**src/rtl/period_meter_pkg.sv**
```systemverilog
// Shared types and default constants for the period meter.
package period_meter_pkg;

    localparam int unsigned CLK_HZ    = 100000000;
    localparam int          CNT_W_DEF = 28;

    // One second of system clock: the longest period worth waiting for.
    localparam logic [CNT_W_DEF-1:0] TIMEOUT_DEF = CNT_W_DEF'(CLK_HZ);

    typedef enum logic [1:0] {
        IDLE,
        MEASURE,
        TMO
    } state_e;

endpackage

```
**src/rtl/period_meter_sync_edge_detect.sv**
```systemverilog
// Multi-flop synchronizer plus history flop with rise/fall strobes; reusable
// for any asynchronous input such as buttons or external ticks.
module sync_edge_detect #(
    parameter int SYNC_STAGES = 2
) (
    input  logic clk,
    input  logic rst_n,
    input  logic d,
    output logic level,
    output logic rise,
    output logic fall
);

    logic [SYNC_STAGES-1:0] sync_q;
    logic                   hist_q;

    // NOTE: sequential state uses <= so every flop samples the pre-edge value;
    // a blocking '=' here would collapse the synchronizer chain into one flop.
    always_ff @(posedge clk or negedge rst_n) begin
        if (!rst_n) begin
            sync_q <= '0;
            hist_q <= 1'b0;
        end else begin
            sync_q <= {sync_q[SYNC_STAGES-2:0], d};
            hist_q <= sync_q[SYNC_STAGES-1];
        end
    end

    assign level = sync_q[SYNC_STAGES-1];
    assign rise  = level & ~hist_q;
    assign fall  = ~level & hist_q;

endmodule

```
**src/rtl/period_meter.sv**
```systemverilog
// Measures period and high time of a slow async waveform in clk cycles.
// Define PERIOD_METER_AVG4_EN to report 4-sample running averages instead.
module period_meter
    import period_meter_pkg::*;
#(
    parameter int             CNT_W       = CNT_W_DEF,
    parameter logic [CNT_W-1:0] TIMEOUT   = CNT_W'(TIMEOUT_DEF),
    parameter int             SYNC_STAGES = 2
) (
    input  logic             clk,
    input  logic             rst_n,
    input  logic             sig_in,
    output logic [CNT_W-1:0] period,
    output logic [CNT_W-1:0] high_time,
    output logic             meas_valid,
    output logic             timeout
);

    logic rise;
    logic fall;

    sync_edge_detect #(
        .SYNC_STAGES(SYNC_STAGES)
    ) u_sync (
        .clk  (clk),
        .rst_n(rst_n),
        .d    (sig_in),
        .level(),
        .rise (rise),
        .fall (fall)
    );

    state_e           state_q,  state_d;
    logic [CNT_W-1:0] cnt_q,    cnt_d;
    logic [CNT_W-1:0] hi_cap_q, hi_cap_d;
    logic [CNT_W-1:0] period_q, period_d;
    logic [CNT_W-1:0] high_q,   high_d;
    logic             valid_q,  valid_d;
    logic             tmo_q,    tmo_d;
    logic             capture;

`ifdef PERIOD_METER_AVG4_EN
    localparam int SUM_W = CNT_W + 2;

    logic [3:0][CNT_W-1:0] per_hist_q, per_hist_d;
    logic [3:0][CNT_W-1:0] hi_hist_q,  hi_hist_d;
    logic [SUM_W-1:0]      per_sum_q,  per_sum_d;
    logic [SUM_W-1:0]      hi_sum_q,   hi_sum_d;
    logic [2:0]            cap_cnt_q,  cap_cnt_d;
`endif

    // NOTE: every signal gets a default before the case so no path leaves one
    // unassigned; that is what keeps this block free of inferred latches.
    always_comb begin
        state_d  = state_q;
        cnt_d    = cnt_q;
        hi_cap_d = hi_cap_q;
        period_d = period_q;
        high_d   = high_q;
        valid_d  = 1'b0;
        tmo_d    = tmo_q;
        capture  = 1'b0;

        case (state_q)
            IDLE: begin
                cnt_d = '0;
                if (rise) begin
                    cnt_d   = CNT_W'(1);
                    state_d = MEASURE;
                end
            end
            MEASURE: begin
                cnt_d = (cnt_q == TIMEOUT) ? cnt_q : cnt_q + 1'b1;
                if (fall) hi_cap_d = cnt_q;
                // A rise on the timeout cycle still completes a valid period.
                if (rise) begin
                    capture = 1'b1;
                    cnt_d   = CNT_W'(1);
                end else if (cnt_q == TIMEOUT) begin
                    state_d = TMO;
                    tmo_d   = 1'b1;
                    cnt_d   = '0;
                end
            end
            TMO: begin
                cnt_d = '0;
                if (rise) begin
                    tmo_d   = 1'b0;
                    cnt_d   = CNT_W'(1);
                    state_d = MEASURE;
                end
            end
            default: begin
                state_d = IDLE;
                cnt_d   = '0;
            end
        endcase

`ifdef PERIOD_METER_AVG4_EN
        per_hist_d = per_hist_q;
        hi_hist_d  = hi_hist_q;
        per_sum_d  = per_sum_q;
        hi_sum_d   = hi_sum_q;
        cap_cnt_d  = cap_cnt_q;

        if (state_d != MEASURE) begin
            per_hist_d = '0;
            hi_hist_d  = '0;
            per_sum_d  = '0;
            hi_sum_d   = '0;
            cap_cnt_d  = '0;
        end else if (capture) begin
            // Running sum: add the newest capture, drop the one leaving the window.
            per_hist_d = {per_hist_q[2:0], cnt_q};
            hi_hist_d  = {hi_hist_q[2:0], hi_cap_q};
            per_sum_d  = per_sum_q + SUM_W'(cnt_q) - SUM_W'(per_hist_q[3]);
            hi_sum_d   = hi_sum_q + SUM_W'(hi_cap_q) - SUM_W'(hi_hist_q[3]);
            if (cap_cnt_q != 3'd4) cap_cnt_d = cap_cnt_q + 3'd1;
            if (cap_cnt_q >= 3'd3) begin
                valid_d  = 1'b1;
                period_d = CNT_W'(per_sum_d >> 2);
                high_d   = CNT_W'(hi_sum_d >> 2);
            end
        end
`else
        if (capture) begin
            valid_d  = 1'b1;
            period_d = cnt_q;
            high_d   = hi_cap_q;
        end
`endif
    end

    always_ff @(posedge clk or negedge rst_n) begin
        if (!rst_n) begin
            state_q  <= IDLE;
            cnt_q    <= '0;
            hi_cap_q <= '0;
            period_q <= '0;
            high_q   <= '0;
            valid_q  <= 1'b0;
            tmo_q    <= 1'b0;
        end else begin
            state_q  <= state_d;
            cnt_q    <= cnt_d;
            hi_cap_q <= hi_cap_d;
            period_q <= period_d;
            high_q   <= high_d;
            valid_q  <= valid_d;
            tmo_q    <= tmo_d;
        end
    end

`ifdef PERIOD_METER_AVG4_EN
    // NOTE: the history window is reset along with everything else; a stale
    // entry would otherwise be subtracted from the sum and corrupt the average.
    always_ff @(posedge clk or negedge rst_n) begin
        if (!rst_n) begin
            per_hist_q <= '0;
            hi_hist_q  <= '0;
            per_sum_q  <= '0;
            hi_sum_q   <= '0;
            cap_cnt_q  <= '0;
        end else begin
            per_hist_q <= per_hist_d;
            hi_hist_q  <= hi_hist_d;
            per_sum_q  <= per_sum_d;
            hi_sum_q   <= hi_sum_d;
            cap_cnt_q  <= cap_cnt_d;
        end
    end
`endif

    assign period     = period_q;
    assign high_time  = high_q;
    assign meas_valid = valid_q;
    assign timeout    = tmo_q;

endmodule

```
**config.mk**
```make
export PLATFORM = sky130hd
export DESIGN_NAME = period_meter
export DESIGN_NICKNAME = d
export VERILOG_FILES = /design/src/rtl/period_meter_pkg.sv /design/src/rtl/period_meter_sync_edge_detect.sv /design/src/rtl/period_meter.sv
export SDC_FILE = /design/constraint.sdc
export NUM_CORES = 1
export LEC_CHECK = 0
export CAP_MARGIN = 0
export CORE_UTILIZATION = 25
export CTS_BUF_LIST = sky130_fd_sc_hd__clkbuf_4
export DETAILED_ROUTE_END_ITERATION = 12
export PLACE_DENSITY = 0.41
export SETUP_SLACK_MARGIN = 0.1
export SLEW_MARGIN = 10
export SYNTH_ARGS = -nofsm -noshare
export SYNTH_HDL_FRONTEND = slang
export SYNTH_SLANG_ARGS = --single-unit
```
**constraint.sdc**
```tcl
create_clock -name clk -period 5 [get_ports clk]
set_input_delay 1.5 -clock clk [delete_from_list [all_inputs] [get_ports clk]]
set_output_delay 1.5 -clock clk [all_outputs]
set_load 0.02 [all_outputs]
```
Word level (Yosys, flattened, before mapping)
Index checks and enable logic that the tools add are counted.
{"block": "classes", "add_sub_neg": 1, "n_eq_ne": 7, "muxes": 15, "n_bitwise": 4, "reduce_logical": 6}
{"cell": "$mux W28", "n": 2}
{"cell": "$pmux W28 S2", "n": 1}
{"cell": "$add A28 B1 Y28 const B", "n": 1}
{"cell": "$eq A28 B27 Y1 const B", "n": 1}
{"cell": "$mux W1", "n": 7}
{"cell": "$mux W2", "n": 3}
{"cell": "$ne A2 B2 Y1 const B", "n": 3}
{"cell": "$pmux W2 S2", "n": 1}
{"cell": "$reduce_and A4 Y1", "n": 1}
{"cell": "$reduce_and A3 Y1", "n": 1}
{"cell": "$and A1 B1 Y1", "n": 2}
{"cell": "$eq A2 B1 Y1 const B", "n": 1}
{"cell": "$eq A2 B2 Y1 const B", "n": 1}
{"cell": "$logic_not A2 Y1", "n": 1}
{"cell": "$ne A2 B1 Y1 const B", "n": 1}
{"cell": "$not A1 Y1", "n": 2}
{"cell": "$pmux W1 S2", "n": 1}
{"cell": "$reduce_and A2 Y1", "n": 1}
{"cell": "$reduce_bool A2 Y1", "n": 1}
{"cell": "$reduce_or A2 Y1", "n": 1}
{"block": "word_totals", "regBits": 119, "inputBits": 3, "out_inout_bits": 58, "elab_cells": 42}

Depth between registers and ports, before layout
{"block": "depth", "depth_word": 5, "ltp_mapped": 7, "ltp_nobuf": 6}

Modules after synthesis
Synthesis repeated with hierarchy kept, for this count alone.
{"block": "unflattened", "hier_cells": 382, "area_unflattened_um2": 4839.6}
{"mod": "period_meter", "instances": 1, "cells_per_inst": 377, "area_per_inst_um2": 4749.6, "seq_area_each_um2": 2902.8}
{"mod": "sync_edge_detect", "instances": 1, "cells_per_inst": 5, "area_per_inst_um2": 90.1, "seq_area_each_um2": 75.1}

Worst setup path before layout
Ideal clock, no wire load.
{"block": "synth_timing", "path_kind": "register -> output", "start": "reg tmo_q (netlist: timeout)", "end": "out timeout", "t_arrival_ns": 0.437, "t_required_ns": 3.500, "path_slack_ns": 3.063, "path_stages_with_launch": 1, "n_path_buf": 0, "path_cell_list": "dfrtp_1"}
{"item": "start: declaration", "line": "period_meter.sv:39", "text": "logic tmo_q, tmo_d;"}
{"item": "start signal: assignment", "line": "period_meter.sv:150", "text": "tmo_q <= tmo_d;"}
{"item": "end: declaration", "line": "period_meter.sv:16", "text": "output logic timeout"}
No word-level cell between the ends.

Worst setup path after layout
{"block": "layout_timing", "start": "reg period_q[1] (netlist: period[1])", "end": "out period[1]"}
{"item": "start: declaration", "line": "period_meter.sv:36", "text": "logic [CNT_W-1:0] period_q, period_d;"}
{"item": "start signal: assignment", "line": "period_meter.sv:147", "text": "period_q <= period_d;"}
{"item": "end: declaration", "line": "period_meter.sv:13", "text": "output logic [CNT_W-1:0] period,"}
No word-level cell between the ends.

==> run summary <==
=================================================================================================================
Status ............................................................................................. finished clean
Sequence of cells on the critical path ............................................................. clkdlybuf4s50_1
Area growth from synthesis to layout ...............................................................        22.3%
Count of boundary I/O pins .........................................................................           61
WL final ...........................................................................................     11200 um
Worst Path Class, Setup ............................................................................   reg -> out
Peak supply drop ...................................................................................   0.000173 V
DRC ................................................................................................            0
Family of cells with the greatest summed delay on the critical path ................................ buffers and inverters
GPL Wtd Cong .......................................................................................        0.751
Cell at the root of the clock tree ................................................................. sky130_fd_sc_hd__clkbuf_4
Leakage ............................................................................................      2.73 nW
Final setup violation count ........................................................................            0
Post-route setup TNS ...............................................................................         0 ps
Post-synthesis instance area .......................................................................  0.00504 mm2
Worst path bufs/invs ...............................................................................            1
Xor and xnor fraction of the mapped netlist area ...................................................       0.0191
Main combinational cell family by area after synthesis ............................................. multiplexers
Vias in the first global route .....................................................................         3285
Worst endpoint data arrival time ...................................................................      1520 ps
TritonCTS clock tree ...............................................................................        built
Predominant post-synthesis flop cell ............................................................... sky130_fd_sc_hd__dfrtp_1
Hold_sp ............................................................................................ u_sync.sync_q[0]
Fraction of registers with async set or reset after synthesis ......................................         1.00
Distinct cells, synth ..............................................................................           40
Part of the total power dissipated in sequential elements ..........................................        0.543
Sum of net half-perimeters after detailed placement ................................................      7330 um
Worst path slowest cell ............................................................................ sky130_fd_sc_hd__clkdlybuf4s50_1
Initial cell density of the core ...................................................................        0.258
Maximum buffer depth of the clock tree .............................................................            2
Total die area .....................................................................................   0.0208 mm2
Critical Path End Type .............................................................................   output pin
Synthesized-area fraction occupied by ao, oa, aoi and oai cells ....................................       0.0506
Arithmetic-cell share of the synthesized area counting full adders, half adders and majority gates .      0.00496
Worst relative slew slack ..........................................................................        0.344
Drt via density ....................................................................................         4.54
Type of the tightest min-delay check ...............................................................   reg -> reg
Cell row count .....................................................................................           51
Final worst-path cycle share .......................................................................        0.604
Number of hold-slack violations in the final timing report .........................................            0
Clock-pin transition on the worst setup and hold timing paths ......................................       100 ps
Cell area after placement ..........................................................................  0.00590 mm2
Switching share of total power .....................................................................        0.269
Simple-gate area share of the yosys netlist ........................................................        0.117
Clock skew after layout ............................................................................      10.6 ps
Post-CTS Hold Buffers ..............................................................................            0
Clock power frac ...................................................................................        0.334
Hold Path End ...................................................................................... u_sync.sync_q[1]
Slew at the pin closest to its max-slew limit ......................................................       977 ps
Achievable Freq ....................................................................................      331 MHz
CTS resizes ........................................................................................            0
Die X ..............................................................................................       144 um
Power per standard cell area .......................................................................   321 mW/mm2
Deepest level of the CTS H-tree ....................................................................            4
Internal Pwr Total .................................................................................      1.45 mW
Total of buffers placed on input and output ports ..................................................           60
Required time of the critical path .................................................................      3500 ps
Share of cells above drive strength 1 ..............................................................        0.284
Switching power ....................................................................................     0.532 mW
Overall power ......................................................................................      1.98 mW
Worst setup slack before clock tree synthesis ......................................................      2390 ps
Vert. Die Dim ......................................................................................       144 um
Remaining global-route overflow ....................................................................            0
Number of register bits inferred by synthesis ......................................................          119
Worst R2R Path Depth ...............................................................................            7
Initial detailed-routing violation count ...........................................................          132
Per-instance average area after synthesis ..........................................................     13.5 um2
First-pass GRT wire length .........................................................................     18500 um
Fraction of power consumed by combinational cells ..................................................        0.123
Portion of synthesized cell area occupied by the leading cell type .................................        0.590
Placed Instances ...................................................................................          683
Top cells by area, synth ........................................................................... sky130_fd_sc_hd__dfrtp_1, sky130_fd_sc_hd__mux2_2, sky130_fd_sc_hd__a211oi_1
Count of pins over their slew limit ................................................................            0
Worst-path maximum fanout ..........................................................................            2
Final non-filler cell total ........................................................................          716
Number of enable-type register cells in the synthesized netlist ....................................            0
Cell taking the most area after synthesis .......................................................... sky130_fd_sc_hd__dfrtp_1
Number of buffers added by the clock tree synthesis step ...........................................           17
Net count of the finished layout ...................................................................          442
Total track usage ..................................................................................        0.119
Via count ..........................................................................................         3248
Fraction of the yosys area taken by sequential cells ...............................................        0.590
Worst hold path cell count .........................................................................            0
Time the final worst path needs with I/O delays and setup ..........................................      3020 ps
Synthesized Nets ...................................................................................          380
Avg WL per Cell ....................................................................................      15.6 um
Delay of the slowest cell on the worst path ........................................................       610 ps
Largest net degree at the start of global routing ..................................................           58
Layout Cell Area excl Fill .........................................................................  0.00617 mm2
Startpoint of the lowest-slack register-to-register path ...........................................     cnt_q[0]
Startpoint kind of the worst setup timing path .....................................................     register
Slack of the worst reg-to-reg path .................................................................      2510 ps
Insertion delay of the later-clocked pin in the worst-skew pair ....................................       520 ps
Crit path setup slack, layout ......................................................................      1980 ps
DRT Pass-1 Iters ...................................................................................            4
Worst reg2reg path endpoint ........................................................................    cnt_q[12]
Core region area ...................................................................................   0.0196 mm2
Number of antenna violations at the first check in global routing ..................................            1
Setup repair after global routing missed its margin ................................................           no
Setup bufs post-CTS ................................................................................            0
Synthesized netlist cell count .....................................................................          375
Residual antenna-violating net count after detailed routing ........................................            0
Yosys warnings .....................................................................................            0
Max cap viols ......................................................................................            0
Clk sink count .....................................................................................          119
Mux share of post-synthesis cell area ..............................................................        0.188
=================================================================================================================
[flip-flops by register name (all words and copies together) (netlist names)]
signal and flops:
u_sync.hist_q 1, state_q 2, meas_valid 1, period 28, hi_cap_q 28, cnt_q 28
timeout 1, u_sync.sync_q 2, high_time 28
[power by group through the flow]
| stage | combinational [mW] | sequential [mW] | clock [mW] |
|---|---|---|---|
| 6_report | 0.244 | 1.08 | 0.661 |
| 5_1_grt | 0.269 | 1.09 | 0.740 |
| 4_1_cts | 0.251 | 1.08 | 0.696 |
| 3_5_place_dp | 0.249 | 1.10 | 0 |
| 3_3_place_gp | 0.249 | 1.09 | 0 |
| 2_1_floorplan | 0.117 | 1.10 | 0 |
[cell usage after synthesis (6+ instances only)]
library cell	n
sky130_fd_sc_hd__dfrtp_1	119
sky130_fd_sc_hd__nand3_1	8
sky130_fd_sc_hd__nor3_1	12
sky130_fd_sc_hd__mux2_2	84
sky130_fd_sc_hd__or4_1	10
sky130_fd_sc_hd__nand4_1	11
sky130_fd_sc_hd__buf_2	9
sky130_fd_sc_hd__o21ai_0	6
sky130_fd_sc_hd__clkbuf_1	6
sky130_fd_sc_hd__a211oi_1	14
sky130_fd_sc_hd__inv_1	7
sky130_fd_sc_hd__xor2_1	7
sky130_fd_sc_hd__nand2_1	17
sky130_fd_sc_hd__o31ai_1	10
[final cells by class]
type | count | area [um2]
antenna | 1 | 2.50
clock buffer | 21 | 158
clock inverter | 11 | 108
fill | 2027 | 13400
inverter | 7 | 26.3
multi-input combinational | 226 | 1920
sequential | 119 | 2980
tap | 265 | 332
timing repair buffer | 66 | 643
[through the flow]
| step | hold slack, ps | utilization |
|---|---|---|
| after floorplan | 331 | - |
| after global placement | 339 | 0.301 |
| after detailed placement | 337 | 0.301 |
| after CTS | 362 | 0.315 |
| after global routing | 374 | 0.315 |
| final | 359 | 0.315 |
[layout by cell type (no fill, tap or decap), types with 4 or more instances in the layout]
| cell type | netlist | routed |
|---|---|---|
| sky130_fd_sc_hd__a211oi_1 | 14 | 14 |
| sky130_fd_sc_hd__and2_1 | 5 | 5 |
| sky130_fd_sc_hd__and4_1 | 5 | 5 |
| sky130_fd_sc_hd__buf_4 | 0 | 7 |
| sky130_fd_sc_hd__clkbuf_4 | 0 | 21 |
| sky130_fd_sc_hd__clkdlybuf4s50_1 | 0 | 59 |
| sky130_fd_sc_hd__clkinv_2 | 0 | 5 |
| sky130_fd_sc_hd__dfrtp_1 | 119 | 119 |
| sky130_fd_sc_hd__inv_1 | 7 | 7 |
| sky130_fd_sc_hd__mux2_2 | 84 | 84 |
| sky130_fd_sc_hd__nand2_1 | 17 | 17 |
| sky130_fd_sc_hd__nand3_1 | 8 | 8 |
| sky130_fd_sc_hd__nand4_1 | 11 | 11 |
| sky130_fd_sc_hd__nor2_1 | 5 | 4 |
| sky130_fd_sc_hd__nor3_1 | 12 | 12 |
| sky130_fd_sc_hd__o21ai_0 | 6 | 6 |
| sky130_fd_sc_hd__o31ai_1 | 10 | 10 |
| sky130_fd_sc_hd__or3_1 | 5 | 5 |
| sky130_fd_sc_hd__or4_1 | 10 | 10 |
| sky130_fd_sc_hd__xnor2_1 | 4 | 4 |
| sky130_fd_sc_hd__xor2_1 | 7 | 7 |
[cells by family (layout without fill, tap and decap cells)]
logic type                 after synthesis  count (layout)
DFF                                    119             119
and+or+nand+nor                         94              94
muxes                                   84              84
AOI/OAI and AO/OA                       35              35
buffers and inverters                   30             105
xor gates and xnor gates                11              11
adders and majority gates                2               2
other                                    0               1
[how the worst max path moves through the flow]
stage,cells after the start,to,start
after floorplan,0,timeout,timeout
after detailed placement,2,meas_valid,rst_n
after global placement,2,meas_valid,rst_n
after CTS,1,period[1],period[1]
after global routing,1,period[5],period[5]
final,1,period[1],period[1]
[metal layers]
layer,GRT usage,share of wire
met4,0.0487,0.014
met2,0.174,0.46
met5,0,0
met3,0.0318,0.041
met1,0.166,0.49
No activity file was read; power rests on OpenSTA's default activity.
